**src/rtl/sequence_io_pkg.sv**
```systemverilog
// Shared types and defaults for the serial pattern generator and its counters.
package sequence_io_pkg;

    typedef enum logic [1:0] {
        IDLE = 2'd0,
        SEND = 2'd1,
        GAP  = 2'd2,
        DONE = 2'd3
    } seq_state_e;

    localparam int PAT_W_DEF = 4;
    localparam int CNT_W_DEF = 4;

endpackage

```
**src/rtl/seq_down_counter.sv**
```systemverilog
// Loadable down counter that sticks at zero; used for bit, repeat and gap counts.
module seq_down_counter #(
    parameter int W = 4
) (
    input  logic         clock,
    input  logic         reset,
    input  logic         load_i,
    input  logic [W-1:0] load_val_i,
    input  logic         dec_i,
    output logic         zero_o
);

    logic [W-1:0] count_q, count_d;

    always_comb begin
        count_d = count_q;
        if (load_i) begin
            count_d = load_val_i;
        end else if (dec_i && (count_q != '0)) begin
            count_d = count_q - W'(1);
        end
    end

    always_ff @(posedge clock or negedge reset) begin
        if (!reset) begin
            count_q <= '0;
        end else begin
            count_q <= count_d;
        end
    end

    assign zero_o = (count_q == '0);

endmodule

```
**src/rtl/sequence_generator_io.sv**
```systemverilog
// Serial pattern transmitter: sends a captured pattern MSB-first, R times,
// with G idle cycles between repetitions, then pulses done for one cycle.
module sequence_generator_io
    import sequence_io_pkg::*;
#(
    parameter int PAT_W = PAT_W_DEF,
    parameter int CNT_W = CNT_W_DEF
) (
    input  logic             clock,
    input  logic             reset,
    input  logic             start,
    input  logic [PAT_W-1:0] pattern,
    input  logic [CNT_W-1:0] repeat_n,
    input  logic [CNT_W-1:0] gap_len,
    output logic             o,
    output logic             o_valid,
    output logic             busy,
    output logic             done
);

    localparam int BIT_W = $clog2(PAT_W);
    localparam logic [BIT_W-1:0] BIT_LAST = BIT_W'(PAT_W - 1);

    seq_state_e       state_q, state_d;
    logic [PAT_W-1:0] pat_q, pat_d;
    logic [PAT_W-1:0] sr_q, sr_d;
    logic [CNT_W-1:0] gap_len_q, gap_len_d;
    logic             o_q, o_d;
    logic             o_valid_q, o_valid_d;
    logic             busy_q, busy_d;
    logic             done_q, done_d;

    logic             bit_load, bit_dec, bit_zero;
    logic             rep_load, rep_dec, rep_zero;
    logic             gap_load, gap_dec, gap_zero;
    logic [CNT_W-1:0] rep_val, gap_val;

    // Repeat counter holds repetitions still to go after the current one.
    assign rep_val = repeat_n - CNT_W'(1);
    assign gap_val = gap_len_q - CNT_W'(1);

    seq_down_counter #(.W(BIT_W)) u_bit_cnt (
        .clock      (clock),
        .reset      (reset),
        .load_i     (bit_load),
        .load_val_i (BIT_LAST),
        .dec_i      (bit_dec),
        .zero_o     (bit_zero)
    );

    seq_down_counter #(.W(CNT_W)) u_rep_cnt (
        .clock      (clock),
        .reset      (reset),
        .load_i     (rep_load),
        .load_val_i (rep_val),
        .dec_i      (rep_dec),
        .zero_o     (rep_zero)
    );

    seq_down_counter #(.W(CNT_W)) u_gap_cnt (
        .clock      (clock),
        .reset      (reset),
        .load_i     (gap_load),
        .load_val_i (gap_val),
        .dec_i      (gap_dec),
        .zero_o     (gap_zero)
    );

    always_comb begin
        state_d   = state_q;
        pat_d     = pat_q;
        sr_d      = sr_q;
        gap_len_d = gap_len_q;
        bit_load  = 1'b0;
        bit_dec   = 1'b0;
        rep_load  = 1'b0;
        rep_dec   = 1'b0;
        gap_load  = 1'b0;
        gap_dec   = 1'b0;

        case (state_q)
            IDLE: begin
                if (start) begin
                    pat_d     = pattern;
                    gap_len_d = gap_len;
                    if (repeat_n == '0) begin
                        state_d = DONE;
                    end else begin
                        state_d  = SEND;
                        sr_d     = pattern;
                        bit_load = 1'b1;
                        rep_load = 1'b1;
                    end
                end
            end
            SEND: begin
                if (!bit_zero) begin
                    sr_d    = {sr_q[PAT_W-2:0], 1'b0};
                    bit_dec = 1'b1;
                end else if (rep_zero) begin
                    state_d = DONE;
                end else begin
                    rep_dec = 1'b1;
                    if (gap_len_q != '0) begin
                        state_d  = GAP;
                        gap_load = 1'b1;
                    end else begin
                        sr_d     = pat_q;
                        bit_load = 1'b1;
                    end
                end
            end
            GAP: begin
                if (gap_zero) begin
                    state_d  = SEND;
                    sr_d     = pat_q;
                    bit_load = 1'b1;
                end else begin
                    gap_dec = 1'b1;
                end
            end
            DONE: begin
                state_d = IDLE;
            end
            default: begin
                state_d = IDLE;
            end
        endcase

        // Outputs are registered copies of what the next state implies.
        o_valid_d = (state_d == SEND);
        o_d       = o_valid_d & sr_d[PAT_W-1];
        busy_d    = (state_d == SEND) || (state_d == GAP);
        done_d    = (state_d == DONE);
    end

    always_ff @(posedge clock or negedge reset) begin
        if (!reset) begin
            state_q   <= IDLE;
            pat_q     <= '0;
            sr_q      <= '0;
            gap_len_q <= '0;
            o_q       <= 1'b0;
            o_valid_q <= 1'b0;
            busy_q    <= 1'b0;
            done_q    <= 1'b0;
        end else begin
            state_q   <= state_d;
            pat_q     <= pat_d;
            sr_q      <= sr_d;
            gap_len_q <= gap_len_d;
            o_q       <= o_d;
            o_valid_q <= o_valid_d;
            busy_q    <= busy_d;
            done_q    <= done_d;
        end
    end

    assign o       = o_q;
    assign o_valid = o_valid_q;
    assign busy    = busy_q;
    assign done    = done_q;

endmodule

```
**config.mk**
```make
export PLATFORM = sky130hd
export DESIGN_NAME = sequence_generator_io
export DESIGN_NICKNAME = d
export VERILOG_FILES = /design/src/rtl/sequence_io_pkg.sv /design/src/rtl/seq_down_counter.sv /design/src/rtl/sequence_generator_io.sv
export SDC_FILE = /design/constraint.sdc
export NUM_CORES = 1
export LEC_CHECK = 0
export ABC_AREA = 0
export CAP_MARGIN = 10
export CORE_MARGIN = 4
export CORE_UTILIZATION = 45
export DETAILED_ROUTE_END_ITERATION = 8
export GPL_TIMING_DRIVEN = 0
export PLACE_DENSITY = 0.8
export SYNTH_ARGS = -nofsm -noshare
export SYNTH_HDL_FRONTEND = slang
export SYNTH_SLANG_ARGS = --single-unit
```
**constraint.sdc**
```tcl
create_clock -name clock -period 2.1 [get_ports clock]
set_input_delay 0.42 -clock clock [delete_from_list [all_inputs] [get_ports clock]]
set_output_delay 0.42 -clock clock [all_outputs]
set_load 0.01 [all_outputs]
```
==> impl_metrics.yaml <==
cells_and_area:
  fillerInstances: 252
  multi_input_area_sq_um: 789.5
  drive_gt1_share_pct: 25.81
  regArea_sq_um: 703.2
  final_area_sq_um: 1848
  final_common_cell: "dfrtp_1"
  diodes: 0
  mostFrequentLayoutCells: "dfrtp_1, clkdlybuf4s50_1, buf_4, mux2_2"
  nNetsFinal: 177
  area.growth.synth_to_final_pct: 26.78
clocking:
  cts_tree: "built"
  clkTransAtPathRegs_ns: 0.14
  insertion_delay_ns: 0.31
  root_buffer: "clkbuf_4"
  htreeDepth: 1
  cts_buffer_depth: 2
  clock_sinks: 28
  cts_made_buffers: 3
setup_path:
  critPathSlowestCell: "dfrtp_2"
  setup.worst_path.end: "u_rep_cnt.count_q[2]"
  cp_slowest_stage_delay_ns: 0.47
  cp_num_buf_inv: 1
  critPathLaunchType: "register"
  worstPathMaxFanout: 6
  timing.rr.start: "state_q[1]"
  crit_arrival_ns: 2.29
  path_cells: "nor3b_4 -> buf_4 -> and2_4 -> mux2i_1 -> ha_2 -> nor3b_4 -> xnor2_2 -> a21oi_2"
  path_delay_family: "simple AND/OR/NAND/NOR gates"
  startpoint: "state_q[1]"
  worstPathRequired_ns: 2.32
  cp_num_cells: 8
  reg2reg_slack_ns: 0.02
  reg2reg_depth: 8
  r2r_end: "u_rep_cnt.count_q[2]"
  path_common_cell: "nor3b_4"
  critPathKind: "reg -> reg"
  critPathCaptureType: "register"
place:
  post_dp_cell_area_sq_um: 1699
  gp_congestion: 0.9114
  hpwl_um: 2350
  io_buffers: 18
grt:
  grt_overflow_total: 0
  met1_usage_pct: 20.00
  grt_pass1_wl_um: 5478
  grt.met3_usage_pct: 1.906
  track_usage_pct: 16.70
  grt.met2_usage_pct: 29.63
  grt_max_degree: 29
  antenna_found_initial: 0
  top_usage_layer: "met2"
  grt_pass1_vias: 1179
drt:
  viasPerCell: 5.879
  final_antenna_net_count: 0
  avgRoutedWirePerCell_um: 16.59
  first_pass_iters: 4
  drc: 0
  wirelength_um: 3301
  num_vias: 1170
  drt_iter0_drc: 50
logic_synthesis:
  synth_cell_type_count: 45
  ys_ff_latch: 28
  avgSynthCellArea_sq_um: 11.66
  synth-edff-count: 0
  mappedNetlistArea_sq_um: 1458
  syn_inst: 125
  synth_nets: 145
  ys_warn_count: 0
  ys_seq_area_share_pct: 48.07
  ys.flop_type: "dfrtp_1"
  async_flop_share_pct: 100.0
die:
  die_h_um: 64.92
  dieArea_sq_um: 4214
  fp.dieW_um: 64.92
  core_area_sq_um: 3078
  start_util_pct: 47.36
  ioPinCount: 19
  rows: 20
sta:
  holdWs_ns: 0.08841
  worstMarginPinSlew_ns: 0.6030
  rsz0062_at_grt: "yes"
  timing.final.crit_share_pct: 98.88
  drv_slew: 0
  fin_worst_skew_ns: 0.002670
  finalSetupViolCount: 0
  slew_headroom_pct: 59.80
  min_period_ns: 2.076
  max_clock_freq_ghz: 0.4816
  hold_violations: 0
power:
  ir_drop_v: 0.0006730
  power.leakage_nw: 0.7568
  powerDensity_nw_per_um2: 1421
run:
  maxCapViolations: 0
worst_hold_path:
  worst_hold_path_type: "in -> async"
outcome:
  status: "finished clean"
## synthesized netlist by cell type, types with 3 or more instances
cell / n / area [sq um]
nor4_1: 3 / 18.77
a221o_1: 3 / 30.03
nor2_1: 6 / 22.52
dfrtp_1: 28 / 700.7
o21ai_0: 6 / 30.03
nand2_1: 4 / 15.01
mux2_2: 8 / 90.09
mux2i_1: 4 / 40.04
xnor2_1: 4 / 35.03
inv_1: 6 / 22.52
a21oi_1: 5 / 25.02
or4_1: 3 / 22.52
ha_1: 5 / 62.56
## cells by family (layout without fill, tap and decap cells)
logic type / Yosys count / after routing / share of synthesized area, %
AND/OR/NAND/NOR: 35 / 35 / 16.74
AO/OA/AOI/OAI: 32 / 32 / 16.40
flip-flops: 28 / 28 / 48.07
multiplexers: 12 / 12 / 8.927
buffers and inverters: 8 / 38 / 2.575
adder cells (fa/ha/maj): 5 / 5 / 4.292
XOR/XNOR: 5 / 5 / 3.004
## where the power goes
part | leakage, nW | internal, mW | switching [mW]
logic | 0.410 | 0.696 | 0.600
registers | 0.333 | 0.813 | 0.307
clock network | 0.0138 | 0.0671 | 0.143
total | 0.757 | 1.58 | 1.05
## final cells by class
type                            count  share of cell area (%)
Multi-Input combinational cell     89                   42.72
Clock buffer                        3                   1.219
Sequential cell                    28                   38.05
Inverter                            6                   1.219
Buffer                              1                  0.6093
Tap cell                           44                   2.979
Timing Repair Buffer               28                   13.20
## flip-flops by register name (all words and copies together) (netlist names)
register	count
u_bit_cnt.count_q	2
sr_q	4
gap_len_q	4
o	1
pat_q	4
done	1
o_valid	1
busy	1
u_rep_cnt.count_q	4
state_q	2
u_gap_cnt.count_q	4
## how the worst min path moves through the flow
stage                      from                   end  cells after the start
floorplan                 reset                  busy                      0
global placement       pat_q[2]               sr_q[2]                      1
detailed placement     pat_q[2]               sr_q[2]                      1
CTS                 repeat_n[0]  u_rep_cnt.count_q[0]                      2
global route              reset                  done                      1
finish                    reset                  busy                      1
## metrics by stage
stage	TNS [ns]	std cells	total power, mW	setup slack, ns	util (%)
3_5_place_dp	-4.169	187	2.235	-0.7481	55.20
3_3_place_gp	-3.534	187	2.163	-0.6941	55.20
6_report	0	199	2.627	0.02350	60.04
2_1_floorplan	0	125	1.885	0.03853	-
4_1_cts	0	196	2.526	0.009887	57.97
5_1_grt	-0.07226	199	2.824	-0.04482	60.04
## what timing repair did
action                     4_1_cts  5_1_grt
pin swaps                        3        3
buffers inserted                 6        4
hold buffers                     0        0
gates resized for setup         10       11
setup endpoints to repair        6        9
## routing by layer
| layer | share of wire, % | wire, um | up-vias |
|---|---|---|---|
| met1 | 42 | 1383 | 580 |
| met2 | 52 | 1714 | 36 |
| met4 | 2.9 | 97 | 0 |
| met5 | 0 | 0 | - |
| li1 | - | - | 544 |
| met3 | 3.2 | 106 | 10 |
Power figures use the tool's default switching activity.
